$ cat src/rtl/uart_tx_fifo.sv
// uart_tx_fifo: byte FIFO feeding a UART transmitter with a send/busy handshake.
// Pops one byte at a time, strobes tx_send, then tracks uart_busy rise/fall (with rise timeout).
`default_nettype none

module uart_tx_fifo #(
  parameter int DEPTH     = 8,
  parameter int BUSY_WAIT = 4
) (
  input  logic                       clk,
  input  logic                       rst,
  input  logic                       wr_en,
  input  logic [7:0]                 wr_data,
  input  logic                       ovf_clr,
  input  logic                       uart_busy,
  output logic [7:0]                 tx_data,
  output logic                       tx_send,
  output logic                       full,
  output logic                       empty,
  output logic [$clog2(DEPTH):0]     count,
  output logic                       overflow,
  output logic                       idle
);

  localparam int AW = $clog2(DEPTH);
  localparam int CW = AW + 1;
  localparam int WW = $clog2(BUSY_WAIT + 1);

  typedef enum logic [1:0] {
    IDLE      = 2'd0,
    SEND      = 2'd1,
    WAIT_RISE = 2'd2,
    WAIT_FALL = 2'd3
  } state_t;

  state_t        state;
  logic [AW-1:0] wr_ptr;
  logic [AW-1:0] rd_ptr;
  logic [WW-1:0] wait_cnt;
  logic [7:0]    mem [DEPTH];

  logic push;
  logic pop;

  assign full  = (count == CW'(DEPTH));
  assign empty = (count == '0);
  assign idle  = empty && (state == IDLE);

  // Full check uses pre-edge count, so a pop in the same cycle cannot make room.
  assign push = wr_en && !full;
  assign pop  = (state == IDLE) && !empty && !uart_busy;

  always_ff @(posedge clk) begin
    if (push) begin
      mem[wr_ptr] <= wr_data;
    end
  end

  always_ff @(posedge clk or posedge rst) begin
    if (rst) begin
      state    <= IDLE;
      wr_ptr   <= '0;
      rd_ptr   <= '0;
      count    <= '0;
      tx_data  <= 8'h00;
      tx_send  <= 1'b0;
      overflow <= 1'b0;
      wait_cnt <= '0;
    end else begin
      tx_send <= 1'b0;

      if (push) begin
        wr_ptr <= wr_ptr + AW'(1);
      end

      case ({push, pop})
        2'b10:   count <= count + CW'(1);
        2'b01:   count <= count - CW'(1);
        default: count <= count;
      endcase

      // A dropped write takes priority over a clear in the same cycle.
      if (wr_en && full) begin
        overflow <= 1'b1;
      end else if (ovf_clr) begin
        overflow <= 1'b0;
      end

      case (state)
        IDLE: begin
          if (pop) begin
            tx_data <= mem[rd_ptr];
            rd_ptr  <= rd_ptr + AW'(1);
            tx_send <= 1'b1;
            state   <= SEND;
          end
        end
        SEND: begin
          wait_cnt <= '0;
          state    <= WAIT_RISE;
        end
        WAIT_RISE: begin
          if (uart_busy) begin
            state <= WAIT_FALL;
          end else if (wait_cnt == WW'(BUSY_WAIT - 1)) begin
            // Transmitter never acknowledged; the byte is dropped rather than retried.
            state <= IDLE;
          end else begin
            wait_cnt <= wait_cnt + WW'(1);
          end
        end
        WAIT_FALL: begin
          if (!uart_busy) begin
            state <= IDLE;
          end
        end
        default: state <= IDLE;
      endcase
    end
  end

endmodule

`default_nettype wire

$ cat config.mk
export PLATFORM = sky130hd
export DESIGN_NAME = uart_tx_fifo
export DESIGN_NICKNAME = d
export VERILOG_FILES = /design/src/rtl/uart_tx_fifo.sv
export SDC_FILE = /design/constraint.sdc
export NUM_CORES = 1
export LEC_CHECK = 0
export ABC_CLOCK_PERIOD_IN_PS = 3400
export BUFFER_PORTS_ARGS = -buffer_cell sky130_fd_sc_hd__buf_2
export CORE_MARGIN = 2
export CORE_UTILIZATION = 49
export DETAILED_ROUTE_END_ITERATION = 7
export HOLD_SLACK_MARGIN = 0.03
export PLACE_DENSITY = 0.64
export SLEW_MARGIN = 20
export SYNTH_ARGS = -nofsm -noshare
export SYNTH_HDL_FRONTEND = slang
export SYNTH_SLANG_ARGS = --single-unit
$ cat constraint.sdc
create_clock -name clk -period 3.4 [get_ports clk]
set_clock_uncertainty 0.2 [all_clocks]
set_input_delay 0.17 -clock clk [delete_from_list [all_inputs] [get_ports clk]]
set_output_delay 0.17 -clock clk [all_outputs]
set_load 0.005 [all_outputs]
==> out/summary.md, run 1 <==
In the global route stage, met1 resource usage came out at 22.72%. Worst reg2reg path depth: 10. Global routing consumed, on the met3 layer, 4.610% of the routing resources. The detailed router finished its first iteration with 77 violations. The tools report the maximum buffer depth of the clock tree as 2. The count of nets left with antenna violations once routing finished came out at 0.

Setup repair after global routing left no endpoint under its margin. The count of endpoints failing hold in the final timing report was 0. TritonCTS built the clock tree.

The number of H-tree branching levels was 3. In the routed layout, each cell is associated on average with a via count of 5.083. The clock period could shrink to 2.678 ns.

The count of flip-flops with a built-in enable after synthesis is 64. Sequential cells account for 49.0% of the total power. Pin placement for this block handled 30 I/O pins. The area growth from synthesis to layout is 17.31%.

The share of post-route cells with drive strength above 1 is 27.64%, and the number of different library cells in the post-synthesis netlist is 34. The run gives 0.003352 W as the final total power. For the sequential fraction of the synthesis area, the log shows 70.35%.

The fraction of registers with async set/reset works out to 28.09%. After global routing, the most crowded layer is met2. The later-pin clock latency in the skew report was 0.35 ns.

Width of the die: 89.97 um. Total negative slack: 0 ns. The tools report the element type at the critical path start as a register. The number of standard cells in the layout, taps in and fillers out was 374; the number of antenna violations at the first check in global routing was 0. In the routed design, unresolved DRC markers number 0. The final global-route overflow total is 0.

The run gives 8094 sq um as the die area. Element type at the critical path end: a register. The tools report the capture point of the worst path as count[2]$_DFFE_PP0P_.

The cell-internal power came out at 0.002323 W. For this run, the leading register cell type out of synthesis is edfxtp_1. The final layout contains routed wiring with a total length of 6.233 mm. The tools report the worst-case vdd ir drop as 0.4179 mV.

Final worst-path cycle share: 78.76%. The post-synthesis instance total was 218; the total number of clock tree sinks was 89. The total vias in the final route was 1901; the final worst slack was 0.7221 ns. Clock tree synthesis selected as its root buffer the cell clkbuf_8. Prior to clock tree synthesis, the placed netlist has a worst setup slack of 0.7025 ns. The library cells used most frequently in the layout, excluding fill and tap cells, are edfxtp_1 (64), buf_2 (29), nand2_1 (26). The flow ran to the end, and the final reports show no timing, DRC or antenna violations. The worst hold-check path type was in2async. The number of placement rows came out at 31. The final routed wire length divided by cell count is 16.67 um, and the antenna diode instance count is 0. Fraction of power spent switching nets: 30.71%. The clock network fraction of design power came out at 24.4%. The startpoint-to-endpoint class of the critical path was reg2reg.

The floorplan step set the die height to 89.97 um. Tracing the worst setup path back leads to its startpoint at count[0]$_DFFE_PP0P_. Summing every instance area after synthesis gives 3621 sq um. For this configuration, the core starts out at a cell density of 50.19%.

Number of global-route vias before repair: 1956. Counting flops and latches in the post-synthesis netlist gives 89. The number of nets in the layout is 290.

In the global route stage, met2 resource usage came out at 26.96%. The synthesized area divided by synthesized cell count works out to 16.61 sq um. The number of nets in the synthesized netlist is 238. Launch instance of the worst register-to-register path: count[0]$_DFFE_PP0P_. The tools report the core footprint as 7214 sq um. The tools report the end of the worst register-to-register path as count[2]$_DFFE_PP0P_.

Gates resized during post-CTS repair numbered 0. Actual slew at the worst max-slew pin: 0.8970 ns. Setup violations remaining at the end of the flow were counted as 0. The worst pin sits at a relative slew slack of 39.83%. Global routing consumed, over all layers together, 16.99% of the routing resources. Data on the critical path is required at its endpoint by 3.43 ns. In this run the static leakage power is 1.640 nW. Clock-pin slew was measured on the worst setup and hold paths at 0.10 ns. For the number of slew-limit violations in the final report, the log shows 0. For the total iterations of the first detailed-routing run, the log shows 4.

For this design the total switching power over the nets is 0.001030 W. After legalization and detailed placement, the total HPWL measured 3.991 mm. Power spread over the standard cell area amounts to 789.2 nW/um^2.

The run gives 373.4 MHz as the maximum clock frequency. The tools report the arrival time of the worst setup path as 2.71 ns. The tool flagged a number of max-cap violations equal to 0. After clock tree synthesis, the setup repair step added 0 buffers. The highest fanout seen on the critical path was 21; the slack of the worst reg-to-reg path was 0.72 ns.

The placed cell count was 345; the combinational cell fraction of total power was 26.7%. The leading cell type in the layout, fill and taps excluded is edfxtp_1. The maximum number of pins on one net before global-route repair is 26.

The number of input and output port buffers inserted is 29. Clock tree synthesis inserted a total of 9 buffers. Routability-driven placement congestion ratio: 0.8159.

Global-route wire length before repair: 10.20 mm. The Yosys step of the flow raised 0 warnings.
## metrics by stage
stage	utilization [%]	instance area, sq um	hold slack (ns)
after detailed placement	53.95	3892	0.1811
after floorplan	-	3621	-0.002680
after global routing	58.88	4248	0.2804
after CTS	58.88	4248	0.2966
final	58.88	4248	0.2352
after global placement	53.95	3892	0.1692
## critical path: stages (launching register included)
cell	delay (ns)
dfrtp_1	0.47
nor4_2	0.37
or4_4	0.34
inv_2	0.06
ha_1	0.25
xor2_1	0.17
ha_1	0.18
a21oi_1	0.15
xor2_1	0.16
nor2_1	0.07
xor2_1	0.14
## sequential cells by signal (all words and copies together) (netlist names)
name,cells
count,4
mem,64
overflow,1
rd_ptr,3
state,2
tx_data,8
tx_send,1
wait_cnt,3
wr_ptr,3
## Yosys cell counts (2+ instances only)
library cell   n  share of area [%]
inv_1          3               0.31
nor3_1         2               0.28
ha_1           7                2.4
edfxtp_1      64                 53
dfrtp_1       25                 17
nor2_1        12                1.2
a21oi_1        4               0.55
xnor2_1        5                1.2
nand2_1       26                2.7
a22o_1         4               0.97
mux4_2        16                 10
o21ai_0        2               0.28
mux2i_1        8                2.2
buf_6          2               0.62
inv_2          3               0.31
o21ai_1        9                1.2
buf_2          3               0.41
nand2b_1       4               0.69
xor2_1         3               0.73
buf_4          2               0.41
## per-layer routing
metal	routed length (um)	vias to the layer above
li1	-	919
met4	67	0
met3	198	6
met1	2820	946
met5	0	-
met2	3146	30
## area by class of cell
class,count,area (sq um)
timing repair buffer,51,342.8
inverter,6,22.52
clock inverter,6,97.59
multi-input combinational,113,985.9
tap,99,123.9
fill,564,2967
clock buffer,10,127.6
sequential,89,2547
## how the worst min path moves through the flow
stage	start	end	slack, ns
finish	rst	tx_data[0]$_DFFE_PP0P_	0.24
global route	rst	tx_data[0]$_DFFE_PP0P_	0.28
CTS	tx_data[7]$_DFFE_PP0P_	tx_data[7]$_DFFE_PP0P_	0.30
detailed placement	ovf_clr	overflow$_DFFE_PP0P_	0.18
global placement	ovf_clr	overflow$_DFFE_PP0P_	0.17
floorplan	rst	count[0]$_DFFE_PP0P_	-0.003
## repair_timing
item | CTS | global route
endpoints found under the setup margin | 0 | 0
endpoints found under the hold margin | 93 | 0
hold buffers | 13 | 0
## power groups by stage
stage,sequential (W),clock (W),combinational (W)
6_report,0.00164,0.000817,0.000894
3_5_place_dp,0.00167,0,0.000899
3_3_place_gp,0.00166,0,0.000882
4_1_cts,0.00165,0.000832,0.000915
5_1_grt,0.00168,0.000889,0.00101
2_1_floorplan,0.00155,0,0.000741
## cells by family after synthesis
| group | after synthesis | synth area share, % |
|---|---|---|
| flip-flops | 89 | 70.35 |
| adder cells (fa/ha/maj) | 7 | 2.419 |
| AO/OA/AOI/OAI | 21 | 3.421 |
| AND/OR/NAND/NOR | 52 | 6.980 |
| multiplexers | 25 | 12.47 |
| buffers and inverters | 16 | 2.418 |
| XOR/XNOR | 8 | 1.935 |
(Power assumes the default switching activity.)
==> run 2: changes to the inputs <==
--- a/config.mk
+++ b/config.mk
@@ -5,7 +5,8 @@
 export SDC_FILE = /design/constraint.sdc
 export NUM_CORES = 1
 export LEC_CHECK = 0
-export ABC_CLOCK_PERIOD_IN_PS = 3400
+export ABC_AREA = 1
+export ABC_CLOCK_PERIOD_IN_PS = 2700
 export BUFFER_PORTS_ARGS = -buffer_cell sky130_fd_sc_hd__buf_2
 export CORE_MARGIN = 2
 export CORE_UTILIZATION = 49
==> constraint.sdc (replaced) <==
create_clock -name clk -period 2.7 [get_ports clk]
set_clock_uncertainty 0.2 [all_clocks]
set_input_delay 0.135 -clock clk [delete_from_list [all_inputs] [get_ports clk]]
set_output_delay 0.135 -clock clk [all_outputs]
set_load 0.005 [all_outputs]
==> run 2 against run 1 <==
- synthesized cell count up 58%
- core utilization up 0.50 points
- flip-flop and latch count unchanged
- global-route usage up 2.9 points
- first-iteration DRC count rose to 2.8 times the previous value
- worst setup slack worse by 0.21 ns
- critical path type unchanged
- critical endpoint unchanged
==> out/summary.md, run 2 <==
The number of resized instances in the post-cts repair step came out at 0 (unchanged). The critical path is of the reg2reg type. The flip-flop and latch count after synthesis was 89 (unchanged). The library cell used most frequently in the layout, excluding fill and tap cells, is nor2_1.

The most common cell in the synthesized netlist is nor2_1. The post-detailed-placement cell area was 4030 sq um (+3.5%); the number of antenna violations at the first check in global routing was 0 (unchanged). The end of the worst register-to-register path is count[2]$_DFFE_PP0P_. The total standard cell area after synthesis is 3750 sq um (+3.6%), and the reported max-cap violation count is 0 (unchanged). For the total wire length after detailed routing, the log shows 7.651 mm (+23%). The post-layout minimum cycle time works out to 2.184 ns (-0.4935 ns). The tools report the worst setup path startpoint as count[0]$_DFFE_PP0P_. The run gives 0 (unchanged) as the count of endpoints failing hold in the final timing report.

The highest fanout seen on the critical path was 6 (-71%). The estimated wirelength of the detail-placed design was 4.823 mm (+21%); the maximum buffer depth of the clock tree was 2 (unchanged). The run gives 2.73 ns (-0.70 ns) as the required time reported for the critical path endpoint. For the total number of clock tree sinks, the log shows 89 (unchanged). The actual slew at the worst max-slew pin is 0.9318 ns (+0.03474 ns). The number of different library cells in the post-synthesis netlist is 23 (-32%).

The critical path ends at count[2]$_DFFE_PP0P_. The final routed wire length divided by cell count works out to 15.27 um (-8.4%). The number of nets with antenna violations after routing was 0 (unchanged).

Walking the worst path, the cells encountered are nor2_1 > nand3_1 > nand2_2 > ha_1 > nand2_1 > inv_1 > nor2_1 > ha_1 > a21oi_1 > xor2_1 > o21ai_0. Fraction of synthesized cell area taken by the top area cell type: 51.25% (-1.8 points). The synthesized design spends more area on one cell type than any other, namely edfxtp_1. The tools report the initial standard-cell utilization of the core as 51.15% (+0.96 points). The tree is rooted in a clkbuf_8. The run gives 0.5133 ns (-0.1893 ns) as the pre-CTS worst setup slack. Global-route wire length before repair: 12.65 mm (+24%). The width of the die works out to 91.48 um (+1.7%). Floorplan die height: 91.48 um (+1.7%). In the layout the commonest cells are nor2_1 (81), edfxtp_1 (64), nand2_1 (43). Power density relative to cell area: 1020 nW/um^2 (+29%).

Arrival time of the worst setup path: 2.21 ns (-0.50 ns). The first-iteration detailed-routing DRC count was 214 (+180%). Number of buffers added by the clock tree synthesis step: 9 (unchanged). mem holds more flip-flops than any other register. The family with the most delay on the worst path was simple AND/OR/NAND/NOR gates. The synthesized netlist net count is 365 (+53%). The logs give 345 (+58%) for the post-synthesis instance total and 417 (+44%) for the number of nets in the layout. The logs give 0 (unchanged) for the number of design rule violations left after detail routing and 0.52 ns (-0.21 ns) for the slack of the worst reg-to-reg path. The highest layer used for signal routing is met4. Number of global-route vias before repair: 2505 (+28%). Fraction of registers with async set/reset: 28.09% (unchanged). The largest registers in the layout are mem: 64 flops, tx_data: 8 flops, count: 4 flops. The worst hold path belongs to the class in2async.

TritonCTS built the clock tree. The buffering stage count on the worst path with inverters included was 1 (unchanged); the filler cell count was 583 (+3.4%). The tools report the leakage power total as 1.802 nW (+9.9%).

Ranked by total cell area, the synthesized netlist is headed by edfxtp_1 (51%), dfrtp_1 (17%), nor2_1 (8.1%). The sum of routed wire segments on met1 is 3.566 mm (+26%), and the routability-driven placement congestion ratio is 0.7762 (-4.9%). The final worst slack is 0.5155 ns (-0.2065 ns), and the worst-case vdd ir drop is 0.4676 mV (+12%).

The final core area utilization came out at 59.38% (+0.50 points). Element type at the critical path start: a register. The number of H-tree branching levels is 3 (unchanged).

By count the netlist is led by nor2_1 (81), edfxtp_1 (64), nand2_1 (43), o21ai_0 (37), nand3_1 (36). The tools report the total vias in the final route as 2552 (+34%). The run finished with clean final reports. The worst register-to-register path begins at count[0]$_DFFE_PP0P_. For the sequential fraction of the synthesis area, the log shows 67.93% (-2.4 points). For the maximum number of pins on one net before global-route repair, the log shows 34 (+31%).

The via count normalized by instance count is 5.094 (+0.21%). The core footprint is 7331 sq um (+1.6%). The total negative slack was 0 ns (unchanged). The share of post-route cells with drive strength above 1 is 15.67% (-12 points), and the relative slew slack is 37.81% (-2.0 points).

For the post-route worst hold slack, the log shows 0.1988 ns (-0.03642 ns). The tools report the number of placement rows as 31 (unchanged). The overall fraction of global-route tracks in use is 19.90% (+2.9 points), and the antenna diode instance count is 0 (unchanged). Setup repair after global routing left no endpoint under its margin. The number of cells on the critical path is 11 (+1). From synthesis to final layout, the design area changed by 16.08%.

The slowest stage of the critical path is the dfrtp_1 cell. The met2 wirelength from detailed routing came out at 3.556 mm (+13%). The tools report the number of setup violations in the final report as 0 (unchanged). The critical path's largest stage delay came out at 0.44 ns (-0.03 ns). The maximum clock frequency was 457.8 MHz (+23%); the number of input and output port buffers inserted was 29 (unchanged). Among all flip-flop cells after synthesis, the most frequent one is edfxtp_1. The count of flip-flops with a built-in enable after synthesis was 64 (unchanged); the later-pin clock latency in the skew report was 0.35 ns (about the same). Summed area of non-filler cells in the final layout: 4353 sq um (+2.5%).

The flip-flop count of the largest register, all copies and words added works out to 64 (unchanged). The met3 wirelength from detailed routing is 407 um (+110%), and the synthesized area divided by synthesized cell count is 10.87 sq um (-35%). The worst reg2reg path depth is 11 (+1), and the final global-route overflow total is 0 (unchanged). The total iterations of the first detailed-routing run was 5 (+1); the number of slew-limit violations in the final report was 0 (unchanged).

The final worst-path cycle share was 80.91% (+2.1 points). The clock input transition at the sequential cells of the worst setup and hold paths works out to 0.09 ns (about the same). Element type at the critical path end: a register. The logs give 30 (unchanged) for the count of boundary I/O pins and 8369 sq um (+3.4%) for the die area. The number of warnings issued by yosys was 0 (unchanged).
[run 2: cell types whose count changed in the layout (fill, tap and decap cells not counted), sizes merged, moves of 4 or more]
cell    delta
nand2     +19
mux4      -16
a22o       -4
inv       +10
nor2      +70
mux2i      -8
nand3     +36
nand2b     -4
o21ai     +27
[run 2: worst reg2reg max path, cell delays in order, from the launching register on]
cell     delay, ns
dfrtp_1       0.44
nor2_1        0.15
nand3_1       0.17
nand2_2       0.16
ha_1          0.24
nand2_1       0.07
inv_1         0.06
nor2_1        0.05
ha_1          0.17
a21oi_1       0.14
xor2_1        0.14
o21ai_0       0.08
[run 2: worst min path at each step]
stage,endpoint,from,slack (ns),cells past startpoint
floorplan,count[0]$_DFFE_PP0P_,rst,-0.04,1
global placement,overflow$_DFFE_PP0P_,ovf_clr,0.14,2
detailed placement,overflow$_DFFE_PP0P_,ovf_clr,0.14,2
CTS,tx_data[6]$_DFFE_PP0P_,tx_data[6]$_DFFE_PP0P_,0.29,2
global route,tx_send$_DFF_PP0_,rst,0.27,3
finish,tx_data[6]$_DFFE_PP0P_,rst,0.20,3
[run 2: cell type report]
cell class	count	area [sq um]	area share, %
Tap cell	99	123.9	2.846
Clock inverter	5	40.04	0.9198
Sequential cell	89	2547	58.52
Clock buffer	11	152.6	3.507
Timing Repair Buffer	54	365.4	8.393
Multi-Input combinational cell	222	1044	23.97
Inverter	21	80.08	1.840
[run 2: metrics by stage]
step           total power [W]  cells
2_1_floorplan         0.003117    345
3_3_place_gp          0.003562    472
3_5_place_dp          0.003602    472
4_1_cts               0.004475    501
5_1_grt               0.004783    501
6_report              0.004439    501
[run 2: cells by family (layout without fill, tap and decap cells)]
family / Yosys count / after routing / share of synthesized area, %
and+or+nand+nor: 165 / 165 / 18.18
buffers and inverters: 34 / 91 / 4.237
AOI/OAI and AO/OA: 44 / 44 / 5.906
DFF: 89 / 89 / 67.93
xor gates and xnor gates: 6 / 6 / 1.401
adders and majority gates: 7 / 7 / 2.336
[run 2: report_power, final]
group	total (W)	switching, W	internal [W]
Clock	0.000855	0.000462	0.000394
Combinational	0.00161	0.00102	0.000593
Sequential	0.00197	0.000181	0.00179
Total	0.00444	0.00166	0.00278
[run 2: routing by layer]
metal / vias to the layer above / GRT usage (%)
met2: 63 / 31.92
met3: 13 / 3.071
li1: 1268 / -
met1: 1208 / 27.64
met5: - / 0
met4: 0 / 7.071
[run 2: repair_timing]
action,in CTS,in global routing
hold buffers,13,0
endpoints found under the hold margin,96,0
buffers inserted,0,0
==> run 3: changes to the inputs <==
--- a/config.mk
+++ b/config.mk
@@ -6,7 +6,7 @@
 export NUM_CORES = 1
 export LEC_CHECK = 0
 export ABC_AREA = 1
-export ABC_CLOCK_PERIOD_IN_PS = 2700
+export ABC_CLOCK_PERIOD_IN_PS = 2100
 export BUFFER_PORTS_ARGS = -buffer_cell sky130_fd_sc_hd__buf_2
 export CORE_MARGIN = 2
 export CORE_UTILIZATION = 49
==> constraint.sdc (replaced) <==
create_clock -name clk -period 2.1 [get_ports clk]
set_clock_uncertainty 0.2 [all_clocks]
set_input_delay 0.105 -clock clk [delete_from_list [all_inputs] [get_ports clk]]
set_output_delay 0.105 -clock clk [all_outputs]
set_load 0.005 [all_outputs]
==> run 3 against run 2 <==
- wire length up 0.26%
- count of clock-buffer cells in the layout is the same
- worst setup slack worse by 0.45 ns
- power is 36% higher
- core utilization increased by 1.7 points
- largest cell class unchanged
- flip-flop and latch count unchanged
- highest routed layer unchanged
- die area stayed put
==> out/summary.md, run 3 (synthesized netlist as in run 2, its figures left out) <==
The run gives 7331 sq um (unchanged) as the core footprint. The logs give 0 (unchanged) for the number of nets with antenna violations after routing and 0 (unchanged) for the antenna diode instance count. The total vias in the final route came out at 2653 (+4.0%). The worst reg2reg path depth is 12 (+1). The actual slew at the worst max-slew pin is 0.5169 ns (-0.4148 ns). The tools report the number of setup violations in the final report as 0 (unchanged). The total iterations of the first detailed-routing run was 4 (-1). The family with the most delay on the worst path was simple AND/OR/NAND/NOR gates. The tools report the maximum number of pins on one net before global-route repair as 34 (unchanged). The run gives 3 (unchanged) as the number of H-tree branching levels. End of the worst register-to-register path: count[2]$_DFFE_PP0P_. The number of input and output port buffers inserted came out at 29 (unchanged).

The run gives 0.7866 (+1.3%) as the routability-driven placement congestion ratio. Power density relative to cell area: 1351 nW/um^2 (+32%). The signal on the critical path passes through or2_4 > nor2_4 > nand2_2 > inv_4 > ha_4 > nand2_1 > inv_2 > nor2_2 > ha_2 > a21oi_2 > xor2_1 > o21ai_1. The share of post-route cells with drive strength above 1 works out to 19.32% (+3.6 points).

Leakage power total: 1.859 nW (+3.1%). The tools report the overall fraction of global-route tracks in use as 19.40% (-0.50 points). The number of global-route vias before repair was 2537 (+1.3%). The clock input transition at the sequential cells of the worst setup and hold paths is 0.09 ns (about the same). The run gives 0 (unchanged) as the number of slew-limit violations in the final report. Total area of sequential cells: 2547 sq um (unchanged).

Number of cells on the critical path: 12 (+1). The largest registers in the layout are mem: 64 flops, tx_data: 8 flops, count: 4 flops. The critical path's largest stage delay was 0.42 ns (-0.02 ns). The critical path starts at state[0]$_DFFE_PP0P_. The number of buffers added by the clock tree synthesis step was 9 (unchanged); the relative slew slack was 65.46% (+28 points). The final worst slack is 0.06584 ns (-0.4497 ns). Element type at the critical path start: a register. The filler cell count was 581 (-0.34%). The worst register-to-register path begins at state[0]$_DFFE_PP0P_. Layout-stage area growth over the synthesis result: 19.42%. The width of the die is 91.48 um (unchanged), and the final routed wire length divided by cell count is 15.10 um (-1.1%). The later-pin clock latency in the skew report was 0.35 ns (about the same).

The tools report the root cell of the clock tree as clkbuf_8. The total wire length after detailed routing was 7.671 mm (+0.26%); the initial standard-cell utilization of the core was 51.15% (unchanged). The post-layout minimum cycle time works out to 2.034 ns (-0.1503 ns). Arrival time of the worst setup path: 2.08 ns (-0.13 ns). Following the worst setup path forward leads to its endpoint at count[2]$_DFFE_PP0P_.

The run finished with clean final reports. The maximum clock frequency came out at 491.6 MHz (+7.4%). The element type at the critical path end is a register. The pre-CTS worst setup slack was 0.05606 ns (-0.4572 ns); the via count normalized by instance count was 5.222 (+2.5%). In the layout the commonest cells are nor2_1 (80), edfxtp_1 (64), nand2_1 (42). The highest fanout seen on the critical path came out at 5 (-1). For the total number of clock tree sinks, the log shows 89 (unchanged). The floorplan die height was 91.48 um (unchanged). Global-route wire length before repair: 12.34 mm (-2.4%). The slowest stage cell on the critical path was dfrtp_1. The placed cell count was 478 (+1.3%). The maximum buffer depth of the clock tree was 2 (unchanged). The logs give 0.6222 mV (+33%) for the worst-case vdd ir drop and 0 (unchanged) for the reported max-cap violation count.

Estimated wirelength of the detail-placed design: 4.567 mm (-5.3%). The multi-input combinational cell area is 1072 sq um (+2.8%), and the count of boundary I/O pins is 30 (unchanged). The final worst-path cycle share is 96.86% (+16 points). The min-delay analysis places its worst path in the category in2async. The number of standard cells in the layout, taps in and fillers out was 508 (+1.4%). Slack of the worst reg-to-reg path: 0.07 ns (-0.45 ns). More flip-flops sit in one register than any other, and that register is mem. The logs give 0 (unchanged) for the number of design rule violations left after detail routing and 0 (unchanged) for the count of endpoints failing hold in the final timing report. The die area is 8369 sq um (unchanged).

The flip-flop count of the largest register, all copies and words added was 64 (unchanged); the number of nets in the layout was 424 (+1.7%). The first-iteration detailed-routing DRC count was 195 (-8.9%). The number of placement rows was 31 (unchanged).

Buffering stage count on the worst path with inverters included: 2 (+1). The run gives 0 (unchanged) as the final global-route overflow total. TritonCTS built the clock tree. The required time reported for the critical path endpoint came out at 2.14 ns (-0.59 ns).

The startpoint-to-endpoint class of the critical path is reg2reg. Number of antenna violations at the first check in global routing: 0 (unchanged). The library cell used most frequently in the layout, excluding fill and tap cells, is nor2_1.
run 3: cell types whose count changed in the layout (fill, tap and decap cells not counted), moves of 2 or more:
cell / change
inv_1: -2
clkinvlp_4: -2
ha_1: -2
buf_4: +7
inv_6: +2
run 3: worst min-delay path, delay by kind of cell:
family,cells,cell delay (ns)
buffers and inverters,4,0.99
run 3: repair_timing:
action,4_1_cts,5_1_grt
setup buffers,0,1
hold buffers,13,0
resized for setup,0,5
endpoints found under the setup margin,0,2
endpoints found under the hold margin,98,0
run 3: worst min-delay path by stage:
stage / end / cells past startpoint / slack, ns
4_1_cts: tx_data[4]$_DFFE_PP0P_ / 4 / 0.14
5_1_grt: tx_data[1]$_DFFE_PP0P_ / 4 / 0.17
2_1_floorplan: count[0]$_DFFE_PP0P_ / 1 / -0.07
6_report: count[2]$_DFFE_PP0P_ / 4 / 0.14
3_5_place_dp: tx_data[4]$_DFFE_PP0P_ / 3 / -0.02
3_3_place_gp: count[0]$_DFFE_PP0P_ / 3 / -0.03
run 3: power by group:
part           switching [W]  internal, W
sequential          0.000182      0.00230
combinational        0.00142     0.000859
clock               0.000612     0.000674
total                0.00222      0.00383
run 3: per-layer routing:
layer,wire length [um],vias up,global-route usage (%)
li1,-,1286,-
met1,3396,1255,24.90
met2,3629,93,31.86
met3,421,19,2.905
met4,224,0,10.23
met5,0,-,0
run 3: metrics by stage:
step	total power, W	cell area (sq um)	hold WS, ns	utilization (%)	TNS, ns
5_1_grt	0.006503	4478	0.1654	61.09	-0.0007534
3_5_place_dp	0.004739	4099	-0.02063	55.91	0
6_report	0.006049	4478	0.1395	61.09	0
3_3_place_gp	0.004661	4099	-0.03105	55.91	0
4_1_cts	0.006052	4459	0.1411	60.83	0
2_1_floorplan	0.004042	3777	-0.06768	-	0
run 3: cell type report:
type | instances | share of cell area [%]
Clock buffer | 11 | 3.632
Sequential cell | 89 | 56.89
Clock inverter | 5 | 1.509
Tap cell | 99 | 2.766
Timing Repair Buffer | 61 | 9.332
Inverter | 21 | 1.928
Multi-Input combinational cell | 222 | 23.95
